$ cat src/rtl/regfile_pkg.sv
// Shared constants for the general-purpose register file, also used by decode and writeback.
// State encoding, zero-register address, default geometry and an address-range helper.
package regfile_pkg;

  typedef enum logic {
    RF_CLEAR = 1'b0,
    RF_RUN   = 1'b1
  } rf_state_e;

  localparam int unsigned RF_ZERO_ADDR     = 0;
  localparam int          RF_DEFAULT_DW    = 32;
  localparam int          RF_DEFAULT_DEPTH = 32;

  // True for a register that has real storage: not r0 and inside the file.
  function automatic logic rf_addr_ok(input int unsigned addr, input int unsigned depth);
    return (addr != RF_ZERO_ADDR) && (addr < depth);
  endfunction

endpackage

$ cat src/rtl/rf_scoreboard.sv
// Pending-write busy vector for the register file (built only with REGFILE_SCOREBOARD_EN).
// A set marks a register whose producer has issued; a write-back clears it; a same-cycle set wins.
module rf_scoreboard
  import regfile_pkg::*;
#(
  parameter int DEPTH = RF_DEFAULT_DEPTH,
  parameter int AW    = $clog2(DEPTH),
  parameter int NRD   = 2,
  parameter int NWR   = 1
) (
  input  logic              clk,
  input  logic              rst,
  input  logic              run_i,
  input  logic              set_en_i,
  input  logic [AW-1:0]     set_addr_i,
  input  logic [NWR-1:0]    wr_ok_i,
  input  logic [NWR*AW-1:0] wr_addr_i,
  input  logic [NRD*AW-1:0] rd_addr_i,
  output logic [NRD-1:0]    rd_busy_o
);

  logic [DEPTH-1:0] sb_q;
  logic [DEPTH-1:0] sb_d;
  logic             set_ok;
  logic             wr_hit;
  logic             set_hit;

  assign set_ok = run_i && set_en_i && rf_addr_ok(32'(set_addr_i), DEPTH);

  always_comb begin
    sb_d = sb_q;
    for (int i = 0; i < NWR; i++) begin
      if (wr_ok_i[i]) sb_d[wr_addr_i[i*AW +: AW]] = 1'b0;
    end
    if (set_ok) sb_d[set_addr_i] = 1'b1;
  end

  always_ff @(posedge clk) begin
    if (rst) sb_q <= '0;
    else     sb_q <= sb_d;
  end

  // A write-back landing this cycle hides the busy bit unless a newer producer claims the register.
  always_comb begin
    rd_busy_o = '0;
    wr_hit    = 1'b0;
    set_hit   = 1'b0;
    for (int j = 0; j < NRD; j++) begin
      wr_hit  = 1'b0;
      set_hit = set_ok && (set_addr_i == rd_addr_i[j*AW +: AW]);
      for (int i = 0; i < NWR; i++) begin
        if (wr_ok_i[i] && (wr_addr_i[i*AW +: AW] == rd_addr_i[j*AW +: AW])) wr_hit = 1'b1;
      end
      if (run_i && rf_addr_ok(32'(rd_addr_i[j*AW +: AW]), DEPTH)) begin
        rd_busy_o[j] = sb_q[rd_addr_i[j*AW +: AW]] && (!wr_hit || set_hit);
      end
    end
  end

endmodule

$ cat src/rtl/regfile_mp.sv
// Multi-port register file: NRD combinational read ports with write bypass, NWR write ports,
// r0 hardwired to zero, post-reset clear sweep. Macro REGFILE_SCOREBOARD_EN adds the busy scoreboard.
module regfile_mp
  import regfile_pkg::*;
#(
  parameter int DW    = RF_DEFAULT_DW,
  parameter int DEPTH = RF_DEFAULT_DEPTH,
  parameter int AW    = $clog2(DEPTH),
  parameter int NRD   = 2,
  parameter int NWR   = 1
) (
  input  logic              clk,
  input  logic              rst,
  input  logic [NWR-1:0]    wr_en,
  input  logic [NWR*AW-1:0] wr_addr,
  input  logic [NWR*DW-1:0] wr_data,
  input  logic [NRD*AW-1:0] rd_addr,
  output logic [NRD*DW-1:0] rd_data,
  output logic [NRD-1:0]    rd_busy,
  input  logic              sb_set_en,
  input  logic [AW-1:0]     sb_set_addr,
  output logic              ready,
  output rf_state_e         dbg_state
);

  rf_state_e      state_q;
  rf_state_e      state_d;
  logic [AW-1:0]  clr_idx_q;
  logic [AW-1:0]  clr_idx_d;
  logic           ready_q;
  logic           ready_d;
  logic           run;
  logic [NWR-1:0] wr_ok;
  logic [DW-1:0]  mem_q [DEPTH];

  assign run       = (state_q == RF_RUN);
  assign ready     = ready_q;
  assign dbg_state = state_q;

  always_ff @(posedge clk) begin
    if (rst) begin
      state_q   <= RF_CLEAR;
      clr_idx_q <= AW'(1);
      ready_q   <= 1'b0;
    end else begin
      state_q   <= state_d;
      clr_idx_q <= clr_idx_d;
      ready_q   <= ready_d;
    end
  end

  // ready is the registered image of the next state, so it rises the cycle after the last clear.
  always_comb begin
    state_d   = state_q;
    clr_idx_d = clr_idx_q;
    ready_d   = ready_q;
    if (state_q == RF_CLEAR) begin
      if (clr_idx_q == AW'(DEPTH - 1)) begin
        state_d = RF_RUN;
      end else begin
        clr_idx_d = clr_idx_q + AW'(1);
      end
    end
    ready_d = (state_d == RF_RUN);
  end

  always_comb begin
    wr_ok = '0;
    for (int i = 0; i < NWR; i++) begin
      wr_ok[i] = run && wr_en[i] && rf_addr_ok(32'(wr_addr[i*AW +: AW]), DEPTH);
    end
  end

  // Ascending port order lets the highest-index port win a same-address collision.
  always_ff @(posedge clk) begin
    if (!run) begin
      mem_q[clr_idx_q] <= '0;
    end else begin
      for (int i = 0; i < NWR; i++) begin
        if (wr_ok[i]) mem_q[wr_addr[i*AW +: AW]] <= wr_data[i*DW +: DW];
      end
    end
  end

  always_comb begin
    rd_data = '0;
    for (int j = 0; j < NRD; j++) begin
      if (run && rf_addr_ok(32'(rd_addr[j*AW +: AW]), DEPTH)) begin
        rd_data[j*DW +: DW] = mem_q[rd_addr[j*AW +: AW]];
        for (int i = 0; i < NWR; i++) begin
          if (wr_ok[i] && (wr_addr[i*AW +: AW] == rd_addr[j*AW +: AW])) begin
            rd_data[j*DW +: DW] = wr_data[i*DW +: DW];
          end
        end
      end
    end
  end

`ifdef REGFILE_SCOREBOARD_EN
  rf_scoreboard #(
    .DEPTH (DEPTH),
    .AW    (AW),
    .NRD   (NRD),
    .NWR   (NWR)
  ) u_sb (
    .clk        (clk),
    .rst        (rst),
    .run_i      (run),
    .set_en_i   (sb_set_en),
    .set_addr_i (sb_set_addr),
    .wr_ok_i    (wr_ok),
    .wr_addr_i  (wr_addr),
    .rd_addr_i  (rd_addr),
    .rd_busy_o  (rd_busy)
  );
`else
  logic unused_sb;
  assign unused_sb = ^{sb_set_en, sb_set_addr};
  assign rd_busy   = '0;
`endif

endmodule

$ cat config.mk
export PLATFORM = sky130hd
export DESIGN_NAME = regfile_mp
export DESIGN_NICKNAME = d
export VERILOG_FILES = /design/src/rtl/regfile_pkg.sv /design/src/rtl/rf_scoreboard.sv /design/src/rtl/regfile_mp.sv
export SDC_FILE = /design/constraint.sdc
export NUM_CORES = 1
export LEC_CHECK = 0
export CAP_MARGIN = 20
export CORE_ASPECT_RATIO = 0.75
export CORE_MARGIN = 2
export CORE_UTILIZATION = 60
export DETAILED_ROUTE_END_ITERATION = 10
export HOLD_SLACK_MARGIN = 0.03
export PLACE_DENSITY = 0.79
export SLEW_MARGIN = 10
export SYNTH_ARGS = -nofsm -noshare
export SYNTH_HDL_FRONTEND = slang
export SYNTH_SLANG_ARGS = --single-unit
$ cat constraint.sdc
create_clock -name clk -period 4.5 [get_ports clk]
set_input_delay 0.45 -clock clk [delete_from_list [all_inputs] [get_ports clk]]
set_output_delay 0.45 -clock clk [all_outputs]
set_load 0.005 [all_outputs]
**Word level (Yosys, flattened, before mapping)**

Memories as Yosys holds them, arrays and structs flattened.
Index checks and enable logic that the tools add are counted.

- Output and inout bits: 68
- Flip-flop bits (word level): 6
- Bits of input ports: 56
- RAM bits: 1024
- Memories kept: 1
- Logic and storage cells: 33

- Eq/ne operators: 3
- Mux-type cells: 13
- Reduce and logical (&&, ||, !) cells: 11
- $add $sub $neg: 1
- Bitwise logic cells: 2

Memory list:

| name | words | bits a word | rd ports | clocked after memory_dff | wr ports | RTL line | source |
|---|---|---|---|---|---|---|---|
| mem_q | 32 | 32 | 2 | 0 | 1 | regfile_mp.sv:34 | `logic [DW-1:0] mem_q [DEPTH];` |

Operators with widths:

| cell | number |
|---|---|
| two-way mux 32 bit | 5 |
| OR reduction 32 bit | 1 |
| nonzero test 5 bit | 3 |
| == test 5 bit | 2 |
| two-way mux 1 bit | 7 |
| logical AND 1 bit | 6 |
| adder 5 x 1 -> 5 bit, second input constant | 1 |
| == test 5 bit, second input constant | 1 |
| two-way mux 5 bit | 1 |
| inverter 1 bit | 2 |
| AND reduction 2 bit | 1 |

**Depth between registers and ports, before layout**

- Depth in word-level cells: 7
- Gate-level depth with buffers: 9
- Gate-level depth less buffers: 7

**Worst setup path after synthesis**

No wires, ideal clock.

- Path type: input port to flip-flop
- Start: in wr_addr[1]
- End: mem mem_q[10][0] in the netlist's numbering, enable pin
- Data required time: 4079 ps
- Path buffers: 2
- Setup time: 421 ps
- Arrival: 3268 ps
- Stages: 6
- Slack: 811 ps
- Cells stage by stage: buf_2 -> or4_4 -> o21a_4 -> buf_6 -> o32a_4 -> nor2_1

- Longest elaborated chain between the ends: 7
- Elaborated cells between the ends (all ways): 8
- Those cells by class: 5 x mux; 3 x reduce/logical

RTL lines:

| element | RTL line | source |
|---|---|---|
| start: declaration | regfile_mp.sv:15 | `input logic [NWR*AW-1:0] wr_addr,` |
| nonzero test 5 bit | regfile_pkg.sv:16 | `return (addr != RF_ZERO_ADDR) && (addr < depth);` |
| logical AND 1 bit | regfile_mp.sv:70 | `wr_ok[i] = run && wr_en[i] && rf_addr_ok(32'(wr_addr[i*AW +: AW]), DEPTH);` |
| two-way mux 1 bit | regfile_mp.sv:80 | `if (wr_ok[i]) mem_q[wr_addr[i*AW +: AW]] <= wr_data[i*DW +: DW];` |
| two-way mux 1 bit | regfile_mp.sv:76 | `if (!run) begin` |
| two-way mux 1 bit (implied by the code) | regfile_mp.sv:80 |  |
| OR reduction 32 bit (no line) | -- |  |
| two-way mux 5 bit (no line) / two-way mux 1 bit (equally long branches) | -- |  |
| end: declaration | regfile_mp.sv:34 |  |

Several ways; a longest one is shown, not always the timed one.

**Worst setup path after layout**

- Start: in wr_addr[0]
- End: out rd_data[2]

- Longest elaborated chain between the ends: 5
- Elaborated cells between the ends (all ways): 6
- Those cells by class: 1 x eq/ne; 2 x mux; 3 x reduce/logical

RTL lines:

| element | RTL line | source |
|---|---|---|
| nonzero test 5 bit | regfile_pkg.sv:16 |  |
| logical AND 1 bit | regfile_mp.sv:70 |  |
| logical AND 1 bit * | regfile_mp.sv:91 | `if (wr_ok[i] && (wr_addr[i*AW +: AW] == rd_addr[j*AW +: AW])) begin` |
| two-way mux 32 bit * | regfile_mp.sv:91 |  |
| two-way mux 32 bit * | regfile_mp.sv:88 | `if (run && rf_addr_ok(32'(rd_addr[j*AW +: AW]), DEPTH)) begin` |
| end: declaration | regfile_mp.sv:18 | `output logic [NRD*DW-1:0] rd_data,` |

Mark *: on every way between the ends. The rest lies on a longest branch, timed or not.

==> results.toml <==
[run_status]
status = "finished with violations"
failed_checks = "negative setup slack"

[yosys]
synth-main-ff-cell = "edfxtp_1"
ys_top_cells_by_area = "edfxtp_1, mux4_2, mux2i_1"
synth-seq-area-share_pct = 63.22
syn_avg_cell_area_um2 = 17.59
yosysMostFrequentCell = "edfxtp_1"
synth_area_mm2 = 0.04883
netlist_top_cells_count = "edfxtp_1, mux2i_1, mux4_2, a221oi_1, a22oi_1"
syn_inst = 2776
ys.warnings.count = 0
synth_edf_count = 1024
ys_ff_latch = 1030
synth_top_area_cell = "edfxtp_1"
async_flop_share_pct = 0
ys_types = 56
synth_top_cell_area_share_pct = 62.98

[routing]
vias_per_cell = 7.823
vias = 31838
highest_layer = "met5"
wl_met3_um = 25690
drtIter0Drc = 5151
drc_errors = 0
ant_nets = 0
wl_met1_um = 51340
wl_per_cell_um = 37.18
drt-pass1-iter-count = 7
routed-wl-met2_um = 66250
finalWirelength_um = 151300

[pwr]
totalPowerFinal_mw = 20.39
clockPowerShare_pct = 39.5
p_switching_mw = 4.681
pwr-share-comb_pct = 8.3
peakVddDrop_mv = 0.2937
p_per_area_mw_per_mm2 = 366.4
switching_share_pct = 22.96
p_leak_nw = 18.26
seqPwrFrac_pct = 52.2
power.internal_mw = 15.71

[cells_and_area]
syn_to_final_growth_pct = 13.97
multiInputGateArea_mm2 = 0.01715
drive_above_1_share_pct = 23.09
n_fill_cell = 4852
regArea_mm2 = 0.03087
finish.instance_area_mm2 = 0.05565
nNetsFinal = 2985

[flow_run]
cap_viol_max_count = 0

[floorplan]
die_area_mm2 = 0.08370
core_area_mm2 = 0.08051
rows = 90
die_w_um = 333.4
initial_utilization_pct = 60.64
io_pins = 124
die_y_um = 251.1

[global_routing]
antenna_found_initial = 7
grt_usage_pct = 36.00
grt_pass1_wl_um = 216700
overflow = 0
grt_max_degree = 109
grt_pass1_vias = 31717

[worst_setup_path]
worstReg2RegEnd = "mem_q[14][22]"
worstPathRequired_ns = 4.05
worstSetupEndpointType = "primary output"
path_max_fanout = 28
worstSetupStartpoint = "wr_addr[0]"
critPathLaunchType = "primary input"
endpoint = "rd_data[2]"
reg2reg_depth = 6
crit_type = "in2out"
r2r_start = "ready"
reg2reg_slack_ns = 1.24
cp.arrival_ns = 4.09

[clock_network]
hold_buffers = 0
cts_sinks = 1030
clkSlewWorstSetupHoldPaths_ns = 0.06
cts_max_path_buffers = 3
cts_made_buffers = 98
postCtsSetupRepairBufs = 0
htreeDepth = 3
cts_resized = 0
clk_latency_ns = 0.67
cts_tree = "built"
cts-root-buf = "clkbuf_16"

[sta]
setup-tns-final_ns = -0.04326
finalCritPeriodShare_pct = 101.0
slew_headroom_pct = 25.31
skew_ns = 0.01759
layout_setup_ws_ns = -0.04326
worst_slew_pin_slew_ns = 1.117
timing.fmax_mhz = 220.1
rsz0062_at_grt = "false"
hold_viol = 0
slew_viol_final = 0
setup_viol = 1
fin_crit_ns = 4.543

[place]
post_dp_cell_area_mm2 = 0.05228
portBuffers = 115
place_congestion = 0.9233
dpl.hpwl_um = 87680

[worst_hold_path]
worst_hold_path_type = "in2reg"
-- kinds of logic (layout without fill, tap and decap cells) --
group	Yosys count	count (layout)	synth area share, %
flip-flops	1030	1030	63.22
multiplexers	706	706	22.71
AO/OA/AOI/OAI	633	633	9.848
buffers and inverters	245	478	2.357
AND/OR/NAND/NOR	146	146	1.573
XOR/XNOR	13	13	0.2332
adder cells (fa/ha/maj)	2	2	0.05124
other	1	4	0.007680
-- power by group through the flow --
stage	Sequential, mW	Combinational [mW]	Clock, mW
finish	10.7	1.69	8.05
global placement	10.8	1.60	0
global route	10.7	1.74	8.40
floorplan	10.8	1.07	0
detailed placement	10.9	1.63	0
CTS	10.6	1.64	8.05
-- metal layers --
layer	up-vias	track usage, %
met5	-	0.6325
li1	12312	-
met3	615	12.84
met2	2922	52.29
met4	14	16.34
met1	15975	49.34
-- worst min path at each step --
stage	from	end	slack, ns	depth (start not counted)
6_report	rst	clr_idx_q[2]	0.45	2
3_3_place_gp	clr_idx_q[4]	clr_idx_q[4]	0.56	2
4_1_cts	rst	clr_idx_q[2]	0.43	2
2_1_floorplan	clr_idx_q[1]	clr_idx_q[1]	0.51	2
5_1_grt	rst	clr_idx_q[2]	0.45	2
3_5_place_dp	clr_idx_q[4]	clr_idx_q[4]	0.60	2
-- cell usage in the layout, fill, tap and decap left out, drive strengths merged, types with 2 or more instances in the layout --
master	synthesis	final
o211ai	2	2
edfxtp	1024	1024
clkbuf	114	131
nand2b	3	3
o21ai	37	37
a21oi	68	68
clkinvlp	0	3
nand3	3	3
bufinv	0	5
and3	2	2
inv	6	7
nor3	41	41
a221oi	160	160
o32a	3	3
o221ai	2	2
and2	34	34
xnor2	13	13
o31ai	2	2
nand4	2	2
nor2b	4	4
clkdlybuf4s50	0	108
o21bai	32	32
a22oi	128	128
conb	1	2
buf	125	180
a211oi	97	97
nor2	37	37
mux4	320	320
nand2	14	14
mux2i	385	385
dfxtp	6	6
clkinv	0	44
o22ai	32	32
a211o	64	64
diode	0	2
ha	2	2
-- registers in the layout, indices dropped and copies added, names as in the netlist --
signal,count
mem_q,1024
clr_idx_q,5
ready,1
-- final cells by class --
class	count	share of cell area [%]
inverter	6	0.04047
clock inverter	53	0.7532
clock buffer	130	4.791
antenna	2	0.008994
sequential	1030	55.47
timing repair buffer	289	5.729
multi-input combinational	1502	30.83
tap	1058	2.379
-- metrics by stage --
step	hold WS [ns]	worst slack, ns	utilization (%)	std cells
final	0.4512	-0.04326	69.12	4070
after global routing	0.4539	0.006164	69.11	4068
after CTS	0.4287	0.2249	68.77	4050
after detailed placement	0.5998	0.2485	64.94	3867
after global placement	0.5610	0.2694	64.94	3867
after floorplan	0.5068	0.8108	-	2777
-- critical path: stages --
cell and delay [ns]:
clkdlybuf4s50_1 0.65, or4_4 0.69, o211ai_2 0.25, o211ai_1 0.16
buf_4 0.39, a21oi_1 0.64, a211o_1 0.29, clkdlybuf4s50_1 0.54
(Power assumes the default switching activity.)
